<file path="src/rtl/spi_ram_pkg.sv">
// Shared types and default widths for the SPI RAM master.
package spi_ram_pkg;

  localparam int unsigned DEF_CMD_WIDTH  = 10;
  localparam int unsigned DEF_DATA_WIDTH = 8;

  typedef enum logic [1:0] {
    OP_WR_ADDR = 2'b00,
    OP_WR_DATA = 2'b01,
    OP_RD_ADDR = 2'b10,
    OP_RD_DATA = 2'b11
  } opcode_t;

  typedef enum logic [2:0] {
    ST_IDLE,
    ST_START,
    ST_SHIFT,
    ST_WAIT,
    ST_RECV,
    ST_END
  } state_t;

endpackage

</file>
<file path="src/rtl/spi_ram_master_shifter.sv">
// Parallel-load register walked MSB-first by a down-counter; each shift step
// overwrites the indexed bit with i_serial_in, so it serves as both PISO and SIPO.
module spi_ram_master_shifter #(
  parameter  int unsigned WIDTH = 8,
  localparam int unsigned CNT_W = $clog2(WIDTH)
) (
  input  logic             clk,
  input  logic             i_rst,
  input  logic             i_load,
  input  logic [WIDTH-1:0] i_load_data,
  input  logic             i_shift_en,
  input  logic             i_serial_in,
  output logic [WIDTH-1:0] o_data,
  output logic [CNT_W-1:0] o_count,
  output logic             o_done
);

  logic [WIDTH-1:0] r_data;
  logic [CNT_W-1:0] r_count;

  always_ff @(posedge clk) begin
    if (i_rst) begin
      r_data  <= '0;
      r_count <= '0;
    end else if (i_load) begin
      r_data  <= i_load_data;
      r_count <= CNT_W'(WIDTH - 1);
    end else if (i_shift_en) begin
      r_data[r_count] <= i_serial_in;
      if (r_count != '0) begin
        r_count <= r_count - CNT_W'(1);
      end
    end
  end

  always_comb begin
    o_data  = r_data;
    o_count = r_count;
    o_done  = (r_count == '0);
  end

endmodule

</file>
<file path="src/rtl/spi_ram_master.sv">
// SPI initiator for the SPI-wrapped RAM: serialises command words, returns read bytes.
// Optional command-sequence checker enabled by SPI_RAM_MASTER_SEQ_CHECK_EN.
module spi_ram_master
  import spi_ram_pkg::*;
#(
  parameter int unsigned CMD_WIDTH  = DEF_CMD_WIDTH,
  parameter int unsigned DATA_WIDTH = DEF_DATA_WIDTH,
  parameter int unsigned TURNAROUND = 2
) (
  input  logic                  clk,
  input  logic                  rst_n,
  input  logic                  cmd_valid,
  input  logic [CMD_WIDTH-1:0]  cmd_data,
  output logic                  cmd_ready,
  output logic                  SS_n,
  output logic                  MOSI,
  input  logic                  MISO,
  output logic                  rsp_valid,
  output logic [DATA_WIDTH-1:0] rsp_data,
  output logic                  busy
`ifdef SPI_RAM_MASTER_SEQ_CHECK_EN
  ,
  output logic                  seq_err
`endif
);

  localparam int unsigned TX_CNT_W = $clog2(CMD_WIDTH);
  localparam int unsigned RX_CNT_W = $clog2(DATA_WIDTH);

  state_t r_state;
  state_t w_next;

  logic                  r_is_read;
  logic [3:0]            r_wait_cnt;
  logic                  r_rsp_valid;
  logic [DATA_WIDTH-1:0] r_rsp_data;

  logic                  w_accept;
  opcode_t               w_cmd_op;
  logic                  w_tx_load;
  logic                  w_tx_shift;
  logic                  w_rx_load;
  logic                  w_rx_shift;
  logic                  w_wait_load;
  logic                  w_wait_dec;
  logic                  w_rsp_fire;

  logic [CMD_WIDTH-1:0]  w_tx_data;
  logic [TX_CNT_W-1:0]   w_tx_count;
  logic                  w_tx_done;
  logic [DATA_WIDTH-1:0] w_rx_data;
  logic [RX_CNT_W-1:0]   w_rx_count;
  logic                  w_rx_done;
  logic [DATA_WIDTH-1:0] w_rsp_next;

  always_comb begin
    cmd_ready = (r_state == ST_IDLE) && !rst_n;
    w_accept  = cmd_valid && cmd_ready;
    w_cmd_op  = opcode_t'(cmd_data[CMD_WIDTH-1 -: 2]);
  end

  spi_ram_master_shifter #(
    .WIDTH (CMD_WIDTH)
  ) u_tx (
    .clk         (clk),
    .i_rst       (rst_n),
    .i_load      (w_tx_load),
    .i_load_data (cmd_data),
    .i_shift_en  (w_tx_shift),
    .i_serial_in (1'b0),
    .o_data      (w_tx_data),
    .o_count     (w_tx_count),
    .o_done      (w_tx_done)
  );

  spi_ram_master_shifter #(
    .WIDTH (DATA_WIDTH)
  ) u_rx (
    .clk         (clk),
    .i_rst       (rst_n),
    .i_load      (w_rx_load),
    .i_load_data ('0),
    .i_shift_en  (w_rx_shift),
    .i_serial_in (MISO),
    .o_data      (w_rx_data),
    .o_count     (w_rx_count),
    .o_done      (w_rx_done)
  );

  // The final MISO bit lands in the response register on the same edge it is sampled.
  always_comb begin
    w_rsp_next             = w_rx_data;
    w_rsp_next[w_rx_count] = MISO;
  end

  always_ff @(posedge clk) begin
    if (rst_n) begin
      r_state <= ST_IDLE;
    end else begin
      r_state <= w_next;
    end
  end

  always_comb begin
    w_next      = r_state;
    w_tx_load   = 1'b0;
    w_tx_shift  = 1'b0;
    w_rx_load   = 1'b0;
    w_rx_shift  = 1'b0;
    w_wait_load = 1'b0;
    w_wait_dec  = 1'b0;
    w_rsp_fire  = 1'b0;
    unique case (r_state)
      ST_IDLE: begin
        if (w_accept) begin
          w_tx_load = 1'b1;
          w_next    = ST_START;
        end
      end
      ST_START: begin
        w_next = ST_SHIFT;
      end
      ST_SHIFT: begin
        w_tx_shift = 1'b1;
        if (w_tx_done) begin
          if (r_is_read) begin
            w_wait_load = 1'b1;
            w_next      = ST_WAIT;
          end else begin
            w_next = ST_END;
          end
        end
      end
      ST_WAIT: begin
        if (r_wait_cnt == '0) begin
          w_rx_load = 1'b1;
          w_next    = ST_RECV;
        end else begin
          w_wait_dec = 1'b1;
        end
      end
      ST_RECV: begin
        w_rx_shift = 1'b1;
        if (w_rx_done) begin
          w_rsp_fire = 1'b1;
          w_next     = ST_END;
        end
      end
      ST_END: begin
        w_next = ST_IDLE;
      end
      default: begin
        w_next = ST_IDLE;
      end
    endcase
  end

  always_ff @(posedge clk) begin
    if (rst_n) begin
      r_is_read   <= 1'b0;
      r_wait_cnt  <= '0;
      r_rsp_valid <= 1'b0;
      r_rsp_data  <= '0;
    end else begin
      r_rsp_valid <= w_rsp_fire;
      if (w_rsp_fire) begin
        r_rsp_data <= w_rsp_next;
      end
      if (w_accept) begin
        r_is_read <= (w_cmd_op == OP_RD_DATA);
      end
      if (w_wait_load) begin
        r_wait_cnt <= 4'(TURNAROUND - 1);
      end else if (w_wait_dec) begin
        r_wait_cnt <= r_wait_cnt - 4'd1;
      end
    end
  end

  always_comb begin
    SS_n      = !(r_state inside {ST_START, ST_SHIFT, ST_WAIT, ST_RECV});
    MOSI      = (r_state == ST_SHIFT) ? w_tx_data[w_tx_count] : 1'b0;
    busy      = (r_state != ST_IDLE);
    rsp_valid = r_rsp_valid;
    rsp_data  = r_rsp_data;
  end

`ifdef SPI_RAM_MASTER_SEQ_CHECK_EN
  logic r_rd_addr_seen;
  logic r_wr_addr_seen;
  logic r_seq_err;

  always_ff @(posedge clk) begin
    if (rst_n) begin
      r_rd_addr_seen <= 1'b0;
      r_wr_addr_seen <= 1'b0;
      r_seq_err      <= 1'b0;
    end else begin
      r_seq_err <= 1'b0;
      if (w_accept) begin
        unique case (w_cmd_op)
          OP_WR_ADDR: r_wr_addr_seen <= 1'b1;
          OP_WR_DATA: r_seq_err      <= !r_wr_addr_seen;
          OP_RD_ADDR: r_rd_addr_seen <= 1'b1;
          OP_RD_DATA: begin
            r_seq_err      <= !r_rd_addr_seen;
            r_rd_addr_seen <= 1'b0;
          end
          default: r_seq_err <= 1'b0;
        endcase
      end
    end
  end

  always_comb begin
    seq_err = r_seq_err;
  end
`endif

endmodule

</file>
<file path="config.mk">
export PLATFORM = sky130hd
export DESIGN_NAME = spi_ram_master
export DESIGN_NICKNAME = d
export VERILOG_FILES = /design/src/rtl/spi_ram_pkg.sv /design/src/rtl/spi_ram_master_shifter.sv /design/src/rtl/spi_ram_master.sv
export SDC_FILE = /design/constraint.sdc
export NUM_CORES = 1
export LEC_CHECK = 0
export BUFFER_PORTS_ARGS = -buffer_cell sky130_fd_sc_hd__buf_2
export CAP_MARGIN = 0
export CORE_MARGIN = 2
export CORE_UTILIZATION = 52
export CTS_CLUSTER_DIAMETER = 120
export CTS_CLUSTER_SIZE = 40
export DETAILED_ROUTE_END_ITERATION = 10
export GPL_TIMING_DRIVEN = 0
export PLACE_DENSITY = 0.84
export SETUP_SLACK_MARGIN = 0.15
export SYNTH_ARGS = -nofsm -noshare
export SYNTH_HDL_FRONTEND = slang
export SYNTH_HIERARCHICAL = 1
export SYNTH_SLANG_ARGS = --single-unit
</file>
<file path="constraint.sdc">
create_clock -name clk -period 1.9 [get_ports clk]
set_clock_uncertainty 0.1 [all_clocks]
set_input_delay 0.285 -clock clk [delete_from_list [all_inputs] [get_ports clk]]
set_output_delay 0.285 -clock clk [all_outputs]
set_load 0.02 [all_outputs]
</file>
==> results.md <==
- Row count: 24
- R2R Setup Slk: -250 ps
- Fin. Hold Viols: 0
- Final setup fails: 17
- Fillcell total: 235
- Core Box Area: 4410 um2
- Critical Path Start: u_tx/o_count[2]$_SDFFE_PP0P_
- Post-synth EDFFs: 0
- Worst hold path depth: 3
- Largest net degree at the start of global routing: 14
- Post-synth cell types: 47
- Area growth syn-to-layout: 51.1%
- Io pins: 27
- Slew Limit Headroom: 34.6%
- Worst-Skew Late Latency: 310 ps
- Final worst slack: -379 ps
- Final worst path period share: 120%
- Worst path cell trace: mux4_2 -> nor3b_2 -> o31a_1 -> buf_6
- GRT overflow: 0
- Post-synth top flop: dfxtp_1
- Slowest CP cell: dfxtp_1
- CTS clk-pin slew, worst paths: 90 ps
- Clock tree buffer depth: 2
- Vias: 2706
- CP Capture Type: output port
- Worst flop-to-flop path endpoint: u_tx/o_count[3]$_SDFFE_PP0P_
- Worst endpoint data arrival time: 1890 ps
- Pleak: 1.41 nW
- HP Class: input pin to flip-flop
- Sequential area share after synthesis: 35.0%
- Sink Count: 42
- HPWL reported at the end of detailed placement: 3840 um
- Yosys top cell by area: dfxtp_1
- Die area: 5180 um2
- Max-Cap Viols: 0
- Vias in the first global route: 2198
- Proportion of layout cells with a drive suffix above 1: 44.0%
- CTS H-Tree Depth: 2
- Number of antenna violations at the first check in global routing: 0
- # diodes: 0
- Worst vdd ir: 0.577 mV
- Critical path type: flip-flop to output port
- Worst setup endpoint: MOSI
- Fin area: 3630 um2
- Initial DRC Count: 373
- Clock root buffer: clkbuf_8
- PortBufs: 26
- R2R cell count: 7
- Status: complete, but fails checks
- Average wire per standard cell: 21.6 um
- Die W: 72.0 um
- Yosys warning total: 6
- Final worst path period need: 2280 ps
- Antenna-violating nets left: 0
- Height of the die: 72.0 um
- DRC: 0
- Placed Area: 2680 um2
- CP Data Required Time: 1510 ps
- Crit path largest cell delay: 580 ps
- Post-synth ARST share: 0%
- GRT Util Overall: 25.6%
- Synth area leaders: dfxtp_1 35%, nand2_1 4.4%, nor2_1 4.2%
- CTS Buf Count: 5
- CP max FO: 8
- Synthesis-stage register bit count: 42
- Drt total wl: 8920 um
- Fmax: 0.439 GHz
- Mapped Area: 2400 um2
- Placed Cells: 364
- Pins over their slew limit: 0
- Total power per unit cell area: 899 nW/um2
- Failing checks: negative setup slack
- # hold bufs at CTS: 0
- Cells after Synth: 278
- Yosys top cell area share: 35.0%
- First-pass GRT wire length: 10400 um
- Reg-to-Reg Start: r_state[0]$_SDFFE_PP0P_
- Hold_ws: 177 ps
- DR pass1 iterations: 5
- Non-filler instance count after layout: 413
- Startpoint Class: flip-flop
- Mean Syn Cell Area: 8.64 um2
- Via density: 6.55
- Slew @ Worst Pin: 981 ps
- RD Place Congestion: 0.822
- Initial core utilization: 54.4%
- Final #Nets: 382
- Unrepaired setup endpoints after global routing: yes
- TritonCTS clock tree: built
-- what timing repair did --
| action | 4_1_cts | 5_1_grt |
|---|---|---|
| pin swaps | 24 | 19 |
| setup endpoints to repair | 44 | 46 |
| cloned | 4 | 1 |
| resized for setup | 54 | 67 |
| setup buffers | 16 | 20 |
-- critical path: cells and delay by family (launching register included) --
kind            cells  cell delay, ps
buf+inv             1             140
flops               1             580
simple gates        1             180
mux                 1             380
compound gates      1             310
-- cell usage after synthesis, types with 4 or more instances --
cell       number
dfxtp_1        42
nand2_1        28
nor2_1         27
inv_1          15
nor3_1         12
o211ai_1       12
a211oi_1       10
a21oi_1        10
mux2i_1         9
clkbuf_1        8
ha_1            8
and4b_1         7
nand3_1         7
nand2b_1        6
a2111oi_1       5
nor2b_1         5
and2_1          4
buf_2           4
nor3b_1         4
nor4bb_1        4
o21ai_0         4
o311a_1         4
o311ai_1        4
-- cells by family (layout without fill, tap and decap cells) --
group                    after synthesis  in the layout  synth area share [%]
buffers and inverters                 34            108                  6.88
flip-flops                            42             42                  35.0
AO/OA/AOI/OAI                         61             61                  19.2
XOR/XNOR                               3              3                  1.09
other                                  1              9                 0.156
adder cells (fa/ha/maj)                8              8                  4.17
AND/OR/NAND/NOR                      118            119                  27.7
multiplexers                          11             11                  5.78
-- how the worst min path moves through the flow --
stage	end	startpoint	slack (ps)
floorplan	u_rx/o_count[1]$_SDFFE_PP0P_	rst_n	260
global placement	r_is_read$_SDFFE_PP0P_	r_is_read$_SDFFE_PP0P_	360
global route	u_tx/o_data[6]$_SDFFE_PP0P_	cmd_data[6]	190
finish	r_is_read$_SDFFE_PP0P_	cmd_data[9]	180
CTS	u_tx/o_data[6]$_SDFFE_PP0P_	cmd_data[6]	160
detailed placement	r_is_read$_SDFFE_PP0P_	r_is_read$_SDFFE_PP0P_	370
-- registers in the layout, summed over array words and instances, names as in the netlist --
register,count
u_rx/o_count,3
r_wait_cnt,4
r_state,3
u_rx/o_data,8
rsp_data,8
u_tx/o_count,4
u_tx/o_data,10
rsp_valid,1
r_is_read,1
-- layout make-up --
class,instances,area [um2],area share [%]
Timing Repair Buffer,66,547,15.1
Inverter,15,70.1,1.93
Tap cell,52,65.1,1.79
Clock inverter,2,37.5,1.03
Clock buffer,6,72.6,2.00
Buffer,19,171,4.72
Multi-Input combinational cell,211,1810,49.9
Sequential cell,42,855,23.6
-- power by group --
part | switching [W] | total, W | internal, W
clock | 0.000337 | 0.000730 | 0.000393
sequential | 0.0000970 | 0.00107 | 0.000976
combinational | 0.000737 | 0.00146 | 0.000722
total | 0.00117 | 0.00326 | 0.00209
-- metrics by stage --
| step | util, % | TNS (ps) | power (W) | worst slack, ps |
|---|---|---|---|---|
| after CTS | 71.6 | -865 | 0.00283 | -280 |
| after global placement | 60.7 | -1060 | 0.00180 | -161 |
| after floorplan | - | 0 | 0.00163 | 120 |
| after detailed placement | 60.7 | -1680 | 0.00182 | -311 |
| final | 82.2 | -2130 | 0.00326 | -379 |
| after global routing | 82.2 | -2600 | 0.00337 | -404 |
-- placed cells by master, fill, tap and decap left out, drive strengths merged, types with 5 or more instances in the layout --
cell type | synthesis | layout
buf | 9 | 75
dfxtp | 42 | 42
nand2 | 28 | 28
nor2 | 27 | 28
clkbuf | 10 | 16
inv | 15 | 14
o211ai | 12 | 12
nor3 | 12 | 12
a211oi | 10 | 10
a21oi | 10 | 10
mux2i | 9 | 9
conb | 1 | 9
and4b | 9 | 9
ha | 8 | 8
nand3 | 7 | 7
a2111oi | 6 | 6
nand2b | 6 | 6
nor2b | 5 | 5
nor3b | 5 | 5
o311ai | 5 | 5
-- layer usage --
layer / vias to the layer above / GRT usage, % / share of wire [%]
li1: 1177 / - / -
met1: 1290 / 34.3 / 39
met2: 194 / 41.0 / 48
met3: 45 / 5.42 / 8.6
met4: 0 / 9.43 / 4.0
met5: - / 0 / 0
(Power assumes the default switching activity.)
